File: src/rtl/hex_word_encoder.sv
// hex_word_encoder
// Turns one binary word into its ASCII hex digits, most significant digit
// first, with an optional CR/LF trailer. A valid/ready handshake is used on
// both sides. Leading zeros are always emitted, so every word produces exactly
// DATA_WIDTH/4 digits. DATA_WIDTH must be a multiple of 4 in the range 4..64.

module hex_word_encoder #(
  parameter int DATA_WIDTH  = 32,
  parameter int UPPERCASE   = 1,
  parameter int APPEND_CRLF = 1
) (
  input  logic                  clk,
  input  logic                  rst_n,
  input  logic                  in_valid,
  output logic                  in_ready,
  input  logic [DATA_WIDTH-1:0] in_data,
  output logic                  out_valid,
  input  logic                  out_ready,
  output logic [7:0]            out_char,
  output logic                  out_last,
  output logic                  busy
);

  localparam int NIBBLES = DATA_WIDTH / 4;
  localparam int CNT_W   = (NIBBLES > 1) ? $clog2(NIBBLES) : 1;

  // Adding the nibble value (10..15) to this base lands on 'A'/'a'..'F'/'f'.
  localparam logic [7:0] ALPHA_BASE = (UPPERCASE != 0) ? 8'h37 : 8'h57;

  typedef enum logic [1:0] {
    IDLE   = 2'd0,
    DIGITS = 2'd1,
    CR     = 2'd2,
    LF     = 2'd3
  } state_t;

  state_t                  state_q, state_d;
  logic [DATA_WIDTH-1:0]   data_q, data_d;
  logic [CNT_W-1:0]        cnt_q, cnt_d;
  // Holds in_ready low until the first clock edge after reset is released.
  logic                    ready_en_q;

  logic [3:0]              top_nib;
  logic [7:0]              hex_char;

  assign top_nib = data_q[DATA_WIDTH-1 -: 4];

  // ASCII conversion of the most significant remaining nibble.
  always_comb begin
    hex_char = 8'h00;
    if (top_nib < 4'd10) begin
      hex_char = 8'h30 + {4'h0, top_nib};
    end else begin
      hex_char = ALPHA_BASE + {4'h0, top_nib};
    end
  end

  // State, shift register and nibble counter; reset aborts any word in flight.
  always_ff @(posedge clk or negedge rst_n) begin
    if (!rst_n) begin
      state_q    <= IDLE;
      data_q     <= '0;
      cnt_q      <= '0;
      ready_en_q <= 1'b0;
    end else begin
      state_q    <= state_d;
      data_q     <= data_d;
      cnt_q      <= cnt_d;
      ready_en_q <= 1'b1;
    end
  end

  // Next-state logic: every output handshake advances by exactly one character.
  always_comb begin
    state_d = state_q;
    data_d  = data_q;
    cnt_d   = cnt_q;
    unique case (state_q)
      IDLE: begin
        if (in_valid && in_ready) begin
          data_d  = in_data;
          cnt_d   = CNT_W'(NIBBLES - 1);
          state_d = DIGITS;
        end
      end
      DIGITS: begin
        if (out_ready) begin
          data_d = data_q << 4;
          cnt_d  = cnt_q - CNT_W'(1);
          if (cnt_q == '0) begin
            state_d = (APPEND_CRLF != 0) ? CR : IDLE;
          end
        end
      end
      CR: begin
        if (out_ready) begin
          state_d = LF;
        end
      end
      LF: begin
        if (out_ready) begin
          state_d = IDLE;
        end
      end
      default: state_d = IDLE;
    endcase
  end

  // Outputs are decoded purely from registered state, so they stay stable
  // while the downstream stalls.
  always_comb begin
    in_ready  = 1'b0;
    out_valid = 1'b0;
    out_char  = 8'h00;
    out_last  = 1'b0;
    busy      = 1'b0;
    unique case (state_q)
      IDLE: begin
        in_ready = ready_en_q;
      end
      DIGITS: begin
        out_valid = 1'b1;
        busy      = 1'b1;
        out_char  = hex_char;
        out_last  = (cnt_q == '0) && (APPEND_CRLF == 0);
      end
      CR: begin
        out_valid = 1'b1;
        busy      = 1'b1;
        out_char  = 8'h0D;
      end
      LF: begin
        out_valid = 1'b1;
        busy      = 1'b1;
        out_char  = 8'h0A;
        out_last  = 1'b1;
      end
      default: begin
        in_ready = 1'b0;
      end
    endcase
  end

endmodule
File: config.mk
export PLATFORM = sky130hd
export DESIGN_NAME = hex_word_encoder
export DESIGN_NICKNAME = d
export VERILOG_FILES = /design/src/rtl/hex_word_encoder.sv
export SDC_FILE = /design/constraint.sdc
export NUM_CORES = 1
export LEC_CHECK = 0
export CORE_MARGIN = 10
export CORE_UTILIZATION = 54
export DETAILED_ROUTE_END_ITERATION = 7
export PLACE_DENSITY = 0.91
export REMOVE_ABC_BUFFERS = 1
export SLEW_MARGIN = 25
export SYNTH_ARGS = -nofsm -noshare
export SYNTH_HDL_FRONTEND = slang
export SYNTH_SLANG_ARGS = --single-unit
File: constraint.sdc
create_clock -name clk -period 2.9 [get_ports clk]
set_input_delay 0.435 -clock clk [delete_from_list [all_inputs] [get_ports clk]]
set_output_delay 0.435 -clock clk [all_outputs]
set_load 0.01 [all_outputs]
==> results by stage <==
Status:
- The flow ran to the end, and the final reports show no timing, DRC or antenna violations.

Clock tree:
- Clock-pin slew was measured on the worst setup and hold paths at 70 ps.
- The number of setup buffers added after CTS is 0.
- The TritonCTS clock tree is built.
- Clock latency on the worst-skew pair, taken at its later pin, is 290 ps.
- The tree is rooted in a clkbuf_8.
- The clock sink count is 38.
- The maximum buffer depth of the clock tree is 2.
- The TritonCTS buffer count is 5.
- The number of levels the H-tree was split into is 2.

Pwr:
- For this design the static power due to leakage is 1.218 nW.
- The highest ir drop seen on vdd is 0.7070 mV.
- The cell area power density is 1150 nW/um^2.
- Net switching is 33.16% of the power.
- The analysis attributes to net switching a power of 1.031 mW.
- The combinational power share is 54.7%.
- Internal power comes to 2.079 mW.
- The share of total power in the clock network is 14.5%.
- The sequential group share of total power is 30.8%.

Layout:
- The layout filler cell count is 257.
- The total number of nets in the final design is 250.
- At the end of the flow the core is filled with cells to 72.26%.
- The non-filler instance count after layout is 254.
- The layout cell share with drive strength beyond 1 is 31.55%.
- The multi-input combinational cell area is 1077 sq um.
- The signed area change from the synthesized netlist to the final layout is 26.14%.
- 0 antenna diodes ended up in the layout.
- With fillers left out, the area of the finished cells amounts to 2705 sq um.
- The sequential cells in the finished layout cover a total of 950.9 sq um.

Critical path:
- On the critical path, the stage with the largest delay is an instance of clkdlybuf4s50_1.
- The startpoint kind of the worst setup timing path is a flip-flop.
- The critical path starts at state_q[1].
- The cell type group with the largest total delay on the critical path is buffers and inverters.
- The critical path goes through inv_1, ha_1, buf_6, nand2_1, o21ai_0, clkdlybuf4s50_1.
- The cell depth of the worst flop-to-flop path is 6.
- The terminus of the critical flop-to-flop path is data_q[24].
- Along the worst path, the maximum fanout reaches 35.
- Data on the critical path arrives at its endpoint at 2240 ps.
- The data required time of the worst path is 2470 ps.
- In this run the number of cells on the critical path is 6.
- The kind of end point of the critical path is an output port.
- Together, buffers and inverters on the worst path number 3.
- The category of the most critical setup path is flip-flop to output port.
- In this design, the stage delay of the slowest critical-path cell is 560 ps.
- The setup slack on the worst flop-to-flop path is 680 ps.
- The critical path ends at out_char[2].
- The worst register-to-register path begins at state_q[1].

Route:
- After detailed routing, the number of remaining DRC violations is 0.
- The overall routed net length is 4457 microns.
- Dividing the detail-routed wire length by the instance count gives 17.55 microns.
- The detail-routed via count per cell is 5.406.
- In this run, the number of DRC markers left after iteration 0 of detailed routing was 72.
- The detailed router placed 1373 vias in this run.
- The detailed-router iteration count before antenna repair is 4.
- The count of nets left with antenna violations once routing finished came out at 0.

Timing:
- The maximum frequency from static timing analysis is 0.3740 GHz.
- Measured against its own limit, the worst slew margin works out to 45.21%.
- The worst hold slack is 236.0 ps.
- The worst-case clock skew is 5.972 ps.
- In the post-route analysis, the smallest setup slack over all paths is 226.5 ps.
- Of the available clock period, the critical path in the final layout requires 92.19%.
- The total setup violations reported at the end of the flow is 0.
- The final hold violation count is 0.
- Setup repair after global routing left no endpoint under its margin.
- The final critical delay including setup and external delays is 2673 ps.
- The number of slew-limit violations in the final report was 0.
- For the pin with the worst max-slew slack, the measured transition is 821.9 ps.

Global route:
- Entering global routing, the biggest net connects 39 pins.
- The initial antenna violation count is 0.
- The total grt overflow is 0.
- The number of global-route vias before repair is 1544.
- The wire length of the first global-routing pass is 7672 microns.
- The global-route total usage across every layer is 13.36%.

Synthesis:
- The synthesized design contains 0 enable-type register cells.
- The number of flip-flops and latches in the synthesized netlist is 38.
- Ranked by total cell area, the synthesized netlist is headed by dfrtp_1 44%, mux2_2 18%, mux2_4 13%, ha_1 4.7%, mux2i_1 2.8%.
- The synthesized design spends more area on one cell type than any other, namely dfrtp_1.
- The top flip-flop cell by instance count after synthesis is dfrtp_1.
- A synthesized cell averages 13.40 sq um.
- The commonest cells after synthesis are 38 x dfrtp_1, 35 x mux2_2, 18 x mux2_4.
- The gate count of the mapped netlist is 160.
- The share of the synthesized area in the top cell type is 44.34%.
- After synthesis the cells add up to 2145 sq um.
- The count of synthesis-stage warnings from yosys is 0.
- The sequential share of the synthesized area is 44.34%.
- Counting flops with an async set or reset pin after synthesis yields a share of 100.0%.
- The number of distinct standard cells referenced by the synthesized netlist is 33.
- Among all cell types in the netlist, the one instantiated most often is dfrtp_1.

Place:
- Summing all placed instances gives a cell area of 2589 sq um.
- The number of input and output port buffers inserted is 46.
- The HPWL after detailed placement is 3281 microns.
- At the placement stage, the worst setup path has a slack of 438.5 ps.
- Once placement completed, the tool counted placed cells totaling 247.
- The congestion estimate from routability-driven global placement came to 0.8589.

Floorplanning:
- The floorplan has 22 rows.
- The initial core utilization is 57.29%.
- The horizontal extent of the die is 83.02 microns.
- The total area inside the core boundary comes to 3744 sq um.
- The die covers 6892 sq um.
- The vertical extent of the die is 83.02 microns.
- 48 I/O pins were placed.

Worst hold path:
- The path category of the worst min-delay check is primary input to asynchronous set/reset pin.

Job:
- Across the run, the number of max-cap violations was 0.
==> worst min path at each step <==
stage                          from          to  slack (ps)  cells past startpoint
final                         rst_n  data_q[26]         240                      1
after global placement     cnt_q[0]    cnt_q[0]         460                      1
after CTS                     rst_n  data_q[26]         270                      1
after global routing          rst_n  data_q[26]         310                      1
after detailed placement  data_q[2]   data_q[2]         490                      1
after floorplan               rst_n    cnt_q[0]         140                      0
==> state kept, by name, summed over array words and instances, names as in the netlist <==
signal and cells:
ready_en_q 1, data_q 32, state_q 2, cnt_q 3
==> per-stage QoR <==
stage	setup TNS, ps	total power, mW
after detailed placement	0	2.661
after global routing	0	3.316
after CTS	0	3.140
final	0	3.110
after floorplan	-438.6	2.187
after global placement	0	2.569
==> final cells by class <==
type / instances / share of cell area (%)
Clock buffer: 6 / 3.053
Clock inverter: 1 / 1.110
Inverter: 8 / 1.110
Multi-Input combinational cell: 105 / 39.82
Sequential cell: 38 / 35.15
Tap cell: 48 / 2.220
Timing Repair Buffer: 48 / 17.53
==> cells in the final DEF (no fill, tap or decap), types with 2 or more instances in the layout <==
master / n
mux2i_1: 6
conb_1: 2
o21ai_0: 3
a22o_1: 4
o211ai_1: 2
nand2b_1: 3
nand2_1: 3
clkbuf_8: 6
mux2_2: 35
a21oi_1: 3
dfrtp_1: 38
mux2_4: 18
inv_1: 8
clkdlybuf4s50_1: 45
nor2_1: 2
ha_1: 8
a22oi_1: 2
==> worst register-to-register path: cells and delay by family (launching register included) <==
kind	cells	cell delay (ps)
adders and majority gates	1	220
buffers and inverters	3	840
muxes	1	410
AOI/OAI and AO/OA	1	210
DFF	1	430
==> logic make-up (layout without fill, tap and decap cells) <==
logic type,after synthesis,count (layout),synth area share [%]
adders and majority gates,8,8,4.668
other,2,2,0.3502
muxes,59,59,33.78
AOI/OAI and AO/OA,20,20,6.826
DFF,38,38,44.34
buffers and inverters,17,63,5.426
xor gates and xnor gates,2,2,0.8170
and+or+nand+nor,14,14,3.793
==> power by group through the flow <==
stage          Clock, mW  Combinational [mW]  Sequential (mW)
5_1_grt            0.485                1.84            0.992
3_3_place_gp           0                1.63            0.941
4_1_cts            0.465                1.72            0.958
2_1_floorplan          0                1.28            0.905
3_5_place_dp           0                1.70            0.964
6_report           0.451                1.70            0.958
==> repair_timing <==
action / 4_1_cts / 5_1_grt
resized for setup: 0 / 1
setup endpoints to repair: 0 / 1
hold buffers: 0 / 0
==> per-layer routing <==
layer  vias up  share of wire (%)  track usage [%]
li1        660                  -                -
met1       670                 43            15.37
met2        37                 51            22.70
met3         6                5.2            4.688
met4         0               0.92            3.846
met5         -                  0                0
No activity file was read; power rests on OpenSTA's default activity.
